`config.mk`:
```
export PLATFORM = sky130hd
export DESIGN_NAME = game_flow_ctrl
export DESIGN_NICKNAME = d
export VERILOG_FILES = /design/src/rtl/game_pkg.sv /design/src/rtl/tick_gen.sv /design/src/rtl/game_flow_ctrl.sv
export SDC_FILE = /design/constraint.sdc
export NUM_CORES = 1
export LEC_CHECK = 0
export CORE_MARGIN = 5
export CORE_UTILIZATION = 38
export DETAILED_ROUTE_END_ITERATION = 7
export GPL_TIMING_DRIVEN = 0
export HOLD_SLACK_MARGIN = 0.1
export PLACE_DENSITY = 0.55
export SYNTH_ARGS = -nofsm -noshare
export SYNTH_HDL_FRONTEND = slang
export SYNTH_SLANG_ARGS = --single-unit
```
`constraint.sdc`:
```
create_clock -name clk -period 2.35 [get_ports clk]
set_input_delay 0.3525 -clock clk [delete_from_list [all_inputs] [get_ports clk]]
set_output_delay 0.3525 -clock clk [all_outputs]
set_load 0.02 [all_outputs]
```
`src/rtl/game_pkg.sv`:
```
// Shared encodings for the game-flow controller: screen/state codes, winner codes and
// the health width.
package game_pkg;

    typedef enum logic [1:0] {
        SCR_MENU      = 2'd0,
        SCR_COUNTDOWN = 2'd1,
        SCR_FIGHT     = 2'd2,
        SCR_GAMEOVER  = 2'd3
    } state_t;

    localparam logic [1:0] WIN_NONE = 2'd0;
    localparam logic [1:0] WIN_P1   = 2'd1;
    localparam logic [1:0] WIN_P2   = 2'd2;
    localparam logic [1:0] WIN_DRAW = 2'd3;

    localparam int unsigned HEALTH_W = 4;

endpackage

```
`src/rtl/tick_gen.sv`:
```
// Game "second" tick generator: counts clk cycles while enabled, pulses tick on the last
// count of each period and wraps. clear restarts the period.
module tick_gen #(
    parameter int unsigned TICK_CYCLES = 50_000_000
) (
    input  logic clk,
    input  logic reset,
    input  logic enable,
    input  logic clear,
    output logic tick
);
    localparam int unsigned CntW = (TICK_CYCLES > 1) ? $clog2(TICK_CYCLES) : 1;
    localparam logic [CntW-1:0] CntMax = CntW'(TICK_CYCLES - 1);

    logic [CntW-1:0] cnt_q;

    assign tick = enable && (cnt_q == CntMax);

    always_ff @(posedge clk or posedge reset) begin
        if (reset) begin
            cnt_q <= '0;
        end else if (clear) begin
            cnt_q <= '0;
        end else if (enable) begin
            cnt_q <= tick ? '0 : cnt_q + CntW'(1);
        end
    end

endmodule

```
`src/rtl/game_flow_ctrl.sv`:
```
// Top-level game-state controller: menu handshake, start countdown, fight round timer,
// KO/timeout winner decision and key-qualified return to the menu.
module game_flow_ctrl
    import game_pkg::*;
#(
    parameter int unsigned TICK_CYCLES   = 50_000_000,
    parameter int unsigned COUNT_FROM    = 3,
    parameter int unsigned ROUND_SECONDS = 99,
    parameter int unsigned HOLD_CYCLES   = 25_000_000
) (
    input  logic                clk,
    input  logic                reset,
    input  logic                start_game,
    input  logic                sw0_mode_select,
    input  logic                key_pressed,
    input  logic [HEALTH_W-1:0] p1_health,
    input  logic [HEALTH_W-1:0] p2_health,
    output logic [1:0]          screen_sel,
    output logic                menu_reset,
    output logic                two_player,
    output logic                fight_active,
    output logic [1:0]          countdown_value,
    output logic [6:0]          round_time,
    output logic [1:0]          winner
);
    localparam int unsigned HoldW = (HOLD_CYCLES > 0) ? $clog2(HOLD_CYCLES + 1) : 1;
    localparam logic [HoldW-1:0] HoldMax   = HoldW'(HOLD_CYCLES);
    localparam logic [1:0]       CountInit = 2'(COUNT_FROM);
    localparam logic [6:0]       RoundInit = 7'(ROUND_SECONDS);

    state_t           state_q;
    logic [HoldW-1:0] hold_cnt_q;
    logic             prev_key_q;
    logic             tick, tick_en, tick_clr, key_edge, p1_ko, p2_ko;

    assign screen_sel = state_q;
    assign key_edge   = key_pressed & ~prev_key_q;
    assign p1_ko      = (p1_health == '0);
    assign p2_ko      = (p2_health == '0);
    assign tick_en    = (state_q == SCR_COUNTDOWN) || (state_q == SCR_FIGHT);
    // Restart the tick period on entry to COUNTDOWN and to FIGHT.
    assign tick_clr   = ((state_q == SCR_MENU) && start_game) ||
                        ((state_q == SCR_COUNTDOWN) && tick && (countdown_value == 2'd1));

    tick_gen #(
        .TICK_CYCLES (TICK_CYCLES)
    ) u_tick_gen (
        .clk    (clk),
        .reset  (reset),
        .enable (tick_en),
        .clear  (tick_clr),
        .tick   (tick)
    );

    always_ff @(posedge clk or posedge reset) begin
        if (reset) begin
            state_q         <= SCR_MENU;
            menu_reset      <= 1'b0;
            two_player      <= 1'b0;
            fight_active    <= 1'b0;
            countdown_value <= 2'd0;
            round_time      <= RoundInit;
            winner          <= WIN_NONE;
            hold_cnt_q      <= '0;
            prev_key_q      <= 1'b0;
        end else begin
            prev_key_q <= key_pressed;
            menu_reset <= 1'b0;
            unique case (state_q)
                SCR_MENU: begin
                    if (start_game) begin
                        two_player      <= sw0_mode_select;
                        countdown_value <= CountInit;
                        state_q         <= SCR_COUNTDOWN;
                    end
                end
                SCR_COUNTDOWN: begin
                    if (tick) begin
                        if (countdown_value > 2'd1) begin
                            countdown_value <= countdown_value - 2'd1;
                        end else begin
                            countdown_value <= 2'd0;
                            round_time      <= RoundInit;
                            fight_active    <= 1'b1;
                            state_q         <= SCR_FIGHT;
                        end
                    end
                end
                SCR_FIGHT: begin
                    // KO takes priority over a timeout landing in the same cycle.
                    if (p1_ko || p2_ko) begin
                        winner       <= (p1_ko && p2_ko) ? WIN_DRAW : (p1_ko ? WIN_P2 : WIN_P1);
                        fight_active <= 1'b0;
                        hold_cnt_q   <= '0;
                        state_q      <= SCR_GAMEOVER;
                    end else if (tick) begin
                        if (round_time <= 7'd1) begin
                            round_time   <= 7'd0;
                            winner       <= (p1_health > p2_health) ? WIN_P1 :
                                            (p2_health > p1_health) ? WIN_P2 : WIN_DRAW;
                            fight_active <= 1'b0;
                            hold_cnt_q   <= '0;
                            state_q      <= SCR_GAMEOVER;
                        end else begin
                            round_time <= round_time - 7'd1;
                        end
                    end
                end
                SCR_GAMEOVER: begin
                    if (key_edge && (hold_cnt_q == HoldMax)) begin
                        menu_reset <= 1'b1;
                        winner     <= WIN_NONE;
                        round_time <= RoundInit;
                        state_q    <= SCR_MENU;
                    end else if (hold_cnt_q != HoldMax) begin
                        hold_cnt_q <= hold_cnt_q + HoldW'(1);
                    end
                end
                default: state_q <= SCR_MENU;
            endcase
        end
    end

endmodule

```
==> impl_metrics.toml, run 1 <==
[power]
peakVddDrop_mv = 0.2132
power_mw = 2.161
leakage_nw = 2.196
power_density_nw_per_um2 = 399.3
power_switching_mw = 0.5146
internal_power_mw = 1.646
clkPwrFrac_pct = 42.2
combPwrFrac_pct = 3.6
pwr-share-seq_pct = 54.2
swShare_pct = 23.81

[synthesis]
synth_warnings = 0
syn_area_per_cell_um2 = 8.796
synthArstFlopShare_pct = 100.0
syn-cell-area_um2 = 4108
ys.flop_type = "dfrtp_1"
synthCells = 467
synth_enable_flop_cells = 0
yosysSeqAreaShare_pct = 41.55
yosys_register_bits = 68
syn-num-nets = 494
synth.distinct_cells = 59

[final_layout]
syn_to_final_growth_pct = 31.77
fill_cells = 1012
stdcell_count = 686
drive_above_1_share_pct = 21.25
antenna_cells = 0
nNetsFinal = 568

[floorplanning]
io_pins = 29
initial_core_util_pct = 38.40
core.rowCount = 38
die_height_um = 114.0
die_area_um2 = 12990
core_region_area_um2 = 10700
chipWidth_um = 114.0

[cts]
cts_hold_buf = 0
cts_buffers = 9
clockRootBuffer = "clkbuf_8"
cts_tree = "built"
clkTransAtPathRegs_ps = 80
clock_path_buffers = 2
htreeDepth = 3
numClockSinks = 68
clk_latency_ps = 360

[sta]
fin_skew_ps = 11.62
rsz0062_at_grt = "true"
hold_violations = 0
layout_setup_ws_ps = -33.08
slew_violations = 0
fin_crit_sh_pct = 101.4
setup_viol = 5
period_minus_slack_ps = 2383
fmax_ghz = 0.4196
worst_pin_slew_ps = 782.1
slew_headroom_pct = 47.86

[setup_path]
cp_max_fo = 6
worstSetupPathType = "reg -> reg"
worstSetupStartpointType = "flip-flop"
critical_path_required_ps = 2610
endpoint_kind = "flip-flop"
worstPathArrival_ps = 2640

[placement]
place_hpwl_um = 7655
numPortBuffers = 28
place_congestion = 0.8642
place_inst = 636

[grt]
antenna_found_initial = 0
grt_usage_pct = 18.22
grt_pass1_wl_um = 19080
grt_max_degree = 50
gr-total-overflow = 0
grt_pass1_vias = 3764

[run]
drv_cap = 0

[detailed_routing]
vias = 3957
drc = 0
drtIter0Drc = 192
viasPerCell = 5.768
wire_per_inst_um = 17.10
dr.pass1.iters = 4
drtAntennaViolNets = 0
drt_wl_total_um = 11730

[outcome]
status = "finished with violations"
failed_checks = "setup timing"

[worst_hold_path]
hold_class = "in -> async"
==> cell families (layout without fill, tap and decap cells) <==
| logic type | Yosys count | in the layout | share of synthesized area (%) |
|---|---|---|---|
| and+or+nand+nor | 197 | 197 | 26.07 |
| AOI/OAI and AO/OA | 142 | 143 | 21.78 |
| DFF | 68 | 68 | 41.55 |
| buffers and inverters | 33 | 111 | 3.320 |
| adders and majority gates | 14 | 14 | 4.264 |
| xor gates and xnor gates | 8 | 8 | 1.706 |
| muxes | 5 | 5 | 1.310 |
==> power by group through the flow <==
stage                     combinational (mW)  sequential (mW)  clock, mW
after floorplan                       0.0364             1.19          0
after global placement                0.0718             1.19          0
after detailed placement              0.0790             1.19          0
after CTS                             0.0801             1.17      0.953
after global routing                  0.0888             1.17       1.00
final                                 0.0783             1.17      0.912
==> placed cells by master, fill, tap and decap left out, types with 13 or more instances in the layout <==
cell type         n
o21ai_0          50
nor2_1           28
nand3_1          24
a21oi_1          21
inv_1            13
o31ai_1          14
dfrtp_1          61
clkdlybuf4s50_1  28
nand2_1          48
buf_4            30
==> worst max-delay path, stage by stage, from the launching register on <==
cell and delay (ps):
dfrtp_2 390, inv_2 60, ha_4 300, and4b_1 200
nand4_1 90, buf_6 150, o41ai_4 340, buf_4 190
nand3_4 90, or2_4 260, o41ai_2 200
==> through the flow <==
stage	util (%)	TNS (ps)	hold slack, ps	setup WS, ps	instance area (µm²)
final	50.60	-91.80	284.8	-33.08	5413
after global routing	50.60	-2466	312.1	-139.5	5413
after CTS	47.22	-5.463	285.4	-3.358	5051
after detailed placement	43.42	-21720	479.6	-595.4	4644
after global placement	43.13	-93740	472.9	-1359	4614
after floorplan	-	0	383.9	9.268	4159
==> cells in the mapped netlist (3+ instances only) <==
master	count	area, µm²
dfrtp_1	64	1602
o21ai_0	59	295.3
nand2_1	49	183.9
nor2_1	30	112.6
nand3_1	27	135.1
a21oi_1	23	115.1
inv_1	16	60.06
o31ai_1	16	120.1
ha_1	14	175.2
and3_1	13	81.33
clkbuf_1	11	41.29
nand4_1	11	68.82
nor4_1	11	68.82
a31oi_1	9	56.30
or3_1	9	56.30
nor2b_1	7	43.79
nor3_1	6	30.03
a41oi_1	5	43.79
and2_1	5	31.28
and4_1	5	43.79
nand2b_1	5	31.28
a22o_1	4	35.03
buf_2	4	20.02
dfstp_2	4	105.1
o31a_1	4	35.03
xnor2_1	4	35.03
xor2_1	4	35.03
mux2_2	3	33.78
nand4b_1	3	26.28
nor4b_1	3	26.28
o21a_1	3	22.52
==> layout make-up <==
type / instances / area (µm²) / area share, %
Buffer: 15 / 107.6 / 1.988
Clock buffer: 13 / 158.9 / 2.936
Clock inverter: 3 / 21.27 / 0.3930
Inverter: 16 / 65.06 / 1.202
Multi-Input combinational cell: 367 / 2562 / 47.34
Sequential cell: 68 / 1710 / 31.60
Tap cell: 140 / 175.2 / 3.236
Timing Repair Buffer: 64 / 611.8 / 11.30
==> final timing paths <==
kind                           startpoint        endpoint  slack (ps)  cells after the start
hold reg to reg            hold_cnt_q[14]  hold_cnt_q[14]         500                      1
setup / recovery            screen_sel[1]   round_time[4]         -30                     10
setup reg to reg            screen_sel[1]   round_time[4]         -30                     10
min in group clk              key_pressed      prev_key_q         450                      1
max in group asynchronous           reset   round_time[1]        1470                      3
hold / removal                      reset  hold_cnt_q[24]         280                      2
==> registers in the layout (all words and copies together) (netlist names) <==
name and flops:
u_tick_gen.cnt_q 26, hold_cnt_q 25, round_time 7, countdown_value 2
screen_sel 2, winner 2, fight_active 1, menu_reset 1
prev_key_q 1, two_player 1
==> timing repair <==
| item | 4_1_cts | 5_1_grt |
|---|---|---|
| cloned | 0 | 2 |
| buffers inserted | 14 | 20 |
| setup endpoints to repair | 63 | 47 |
| pin swaps | 8 | 22 |
| resized for setup | 24 | 52 |
==> routing by layer <==
metal | part of all wire [%] | routed length (µm) | global-route usage, %
met1 | 47 | 5519 | 24.66
met2 | 48 | 5571 | 28.81
met3 | 3.7 | 439 | 3.289
met4 | 1.7 | 197 | 7.443
met5 | 0 | 0 | 0
Power figures use the tool's default switching activity.
==> run 2: changes to the inputs <==
--- a/config.mk
+++ b/config.mk
@@ -8,7 +8,7 @@
 export CORE_MARGIN = 5
 export CORE_UTILIZATION = 38
 export DETAILED_ROUTE_END_ITERATION = 7
-export GPL_TIMING_DRIVEN = 0
+export GPL_TIMING_DRIVEN = 1
 export HOLD_SLACK_MARGIN = 0.1
 export PLACE_DENSITY = 0.55
 export SYNTH_ARGS = -nofsm -noshare
==> impl_metrics.toml, run 2 (synthesized netlist as in run 1, its figures left out) <==
[outcome]
status = "finished, final reports clean"

[cts]
clock_path_buffers = 2
clockRootBuffer = "clkbuf_8"
htreeDepth = 3
clkTransAtPathRegs_ps = 70
clk_latency_ps = 360
numClockSinks = 68
cts_tree = "built"
cts_buffers = 9

[setup_path]
worstSetupPathType = "reg -> reg"
crit_path_frequent_cell = "nor3_4"
critical-path-top-delay-family = "simple AND/OR/NAND/NOR gates"
path_buf_inv = 1
worstPathCellList = "or3_4, or4_4, nor3_4, buf_12, nor2_4, nor3_4, mux2_4"
worst_path_largest_cell_delay_ps = 520
worstSetupStartpointType = "flip-flop"
cp_max_fo = 8
endpoint_kind = "flip-flop"
critical_path_required_ps = 2590
critical-path-slowest-cell = "or4_4"
worstPathArrival_ps = 2570

[run]
drv_cap = 0

[final_layout]
top_register = "u_tick_gen.cnt_q"
reg_top3 = "u_tick_gen.cnt_q x26, hold_cnt_q x25, round_time x7"
nNetsFinal = 581
largest_register_ffs = 26
stdcell_count = 699
fill_cells = 1019
antenna_cells = 0
postLayoutCellArea_um2 = 5444
final_cell_mix = "dfrtp_1, buf_4, o21ai_0"
layout_commonest_cell = "dfrtp_1"
drive_above_1_share_pct = 21.47
syn_to_final_growth_pct = 32.53

[detailed_routing]
wl_met2_um = 5171
wl_met3_um = 502
dr.pass1.iters = 4
drt-met1-wl_um = 5304
drtAntennaViolNets = 0
wire_per_inst_um = 15.94
drt_wl_total_um = 11140
routed.top_layer = "met4"
viasPerCell = 5.525
drc = 0
drtIter0Drc = 140
vias = 3862

[grt]
grt_pass1_wl_um = 18270
antenna_found_initial = 0
gr-total-overflow = 0
grt_max_degree = 38
grt_pass1_vias = 3691
grt_usage_pct = 17.54

[floorplanning]
chipWidth_um = 114.0
die_area_um2 = 12990
core.rowCount = 38
core_region_area_um2 = 10700
io_pins = 29
initial_core_util_pct = 38.40
die_height_um = 114.0

[placement]
place_congestion = 0.8777
numPortBuffers = 28
place_area_um2 = 5027
place_hpwl_um = 7927
place_inst = 676

[sta]
hold_violations = 0
setup_viol = 0
rsz0062_at_grt = "true"
fin_crit_sh_pct = 98.82
fin_skew_ps = 5.528
fmax_ghz = 0.4306
slew_violations = 0
slew_headroom_pct = 51.79
worst_pin_slew_ps = 716.6
final.setup.tns_ps = 0
period_minus_slack_ps = 2322

[power]
leakage_nw = 2.277
power_density_nw_per_um2 = 452.9
peakVddDrop_mv = 0.3763

[worst_hold_path]
hold_class = "in -> async"
==> run 2: cell types whose count changed in the layout (fill, tap and decap cells not counted), moves of 3 or more <==
| cell | change |
|---|---|
| buf_12 | +3 |
| nor4_1 | +3 |
| buf_4 | +28 |
| bufinv_16 | +3 |
| clkbuf_1 | -8 |
| o21ai_1 | -8 |
| o21ai_0 | +7 |
| buf_6 | -5 |
==> run 2: final cells by class <==
class | instances | area, µm² | share of cell area, %
timing repair buffer | 91 | 807.0 | 14.82
multi-input combinational | 368 | 2441 | 44.84
clock buffer | 12 | 155.1 | 2.850
clock inverter | 4 | 95.09 | 1.747
sequential | 68 | 1710 | 31.42
inverter | 16 | 60.06 | 1.103
tap | 140 | 175.2 | 3.218
==> run 2: through the flow <==
| step | hold slack [ps] | worst slack (ps) | utilization [%] | total power, mW |
|---|---|---|---|---|
| after floorplan | 383.9 | 9.268 | - | 1.230 |
| after global placement | 482.9 | -49.81 | 46.99 | 1.271 |
| after detailed placement | 490.0 | -105.3 | 46.99 | 1.272 |
| after CTS | 311.6 | 18.99 | 49.45 | 2.514 |
| after global routing | 332.2 | -38.27 | 50.89 | 2.564 |
| final | 309.0 | 27.74 | 50.89 | 2.465 |
==> run 2: timing repair <==
item | CTS | global route
hold buffers | 0 | 0
pin swaps | 0 | 5
gates cloned | 0 | 2
buffers inserted | 0 | 6
resized for setup | 2 | 20
endpoints found under the setup margin | 4 | 39
==> run 2: worst reg2reg max path: cells and delay by family, from the launching register on <==
| family | cells | cell delay, ps |
|---|---|---|
| DFF | 1 | 390 |
| and+or+nand+nor | 5 | 1340 |
| buffers and inverters | 1 | 160 |
| muxes | 1 | 320 |
==> run 2: layer usage <==
metal	global-route usage (%)	up-vias
li1	-	1934
met1	23.45	1841
met2	27.60	77
met3	4.403	10
met4	6.334	0
met5	0	-
==> run 2: path summary, 6_finish.rpt <==
check,startpoint,to,slack (ps),cells after the start
max,round_time[6],screen_sel[1],30,7
min,reset,hold_cnt_q[14],310,2
max reg2reg,round_time[6],screen_sel[1],30,7
min reg2reg,hold_cnt_q[14],hold_cnt_q[14],500,1
max in group asynchronous,reset,u_tick_gen.cnt_q[3],1450,3
min in group clk,key_pressed,prev_key_q,470,1
==> run 2: report_power, final <==
part | total [mW] | internal [mW] | leakage, nW | switching [mW]
Sequential | 1.17 | 1.17 | 0.890 | 0.000173
Combinational | 0.0767 | 0.0334 | 1.26 | 0.0433
Clock | 1.22 | 0.762 | 0.127 | 0.456
Total | 2.47 | 1.97 | 2.28 | 0.499
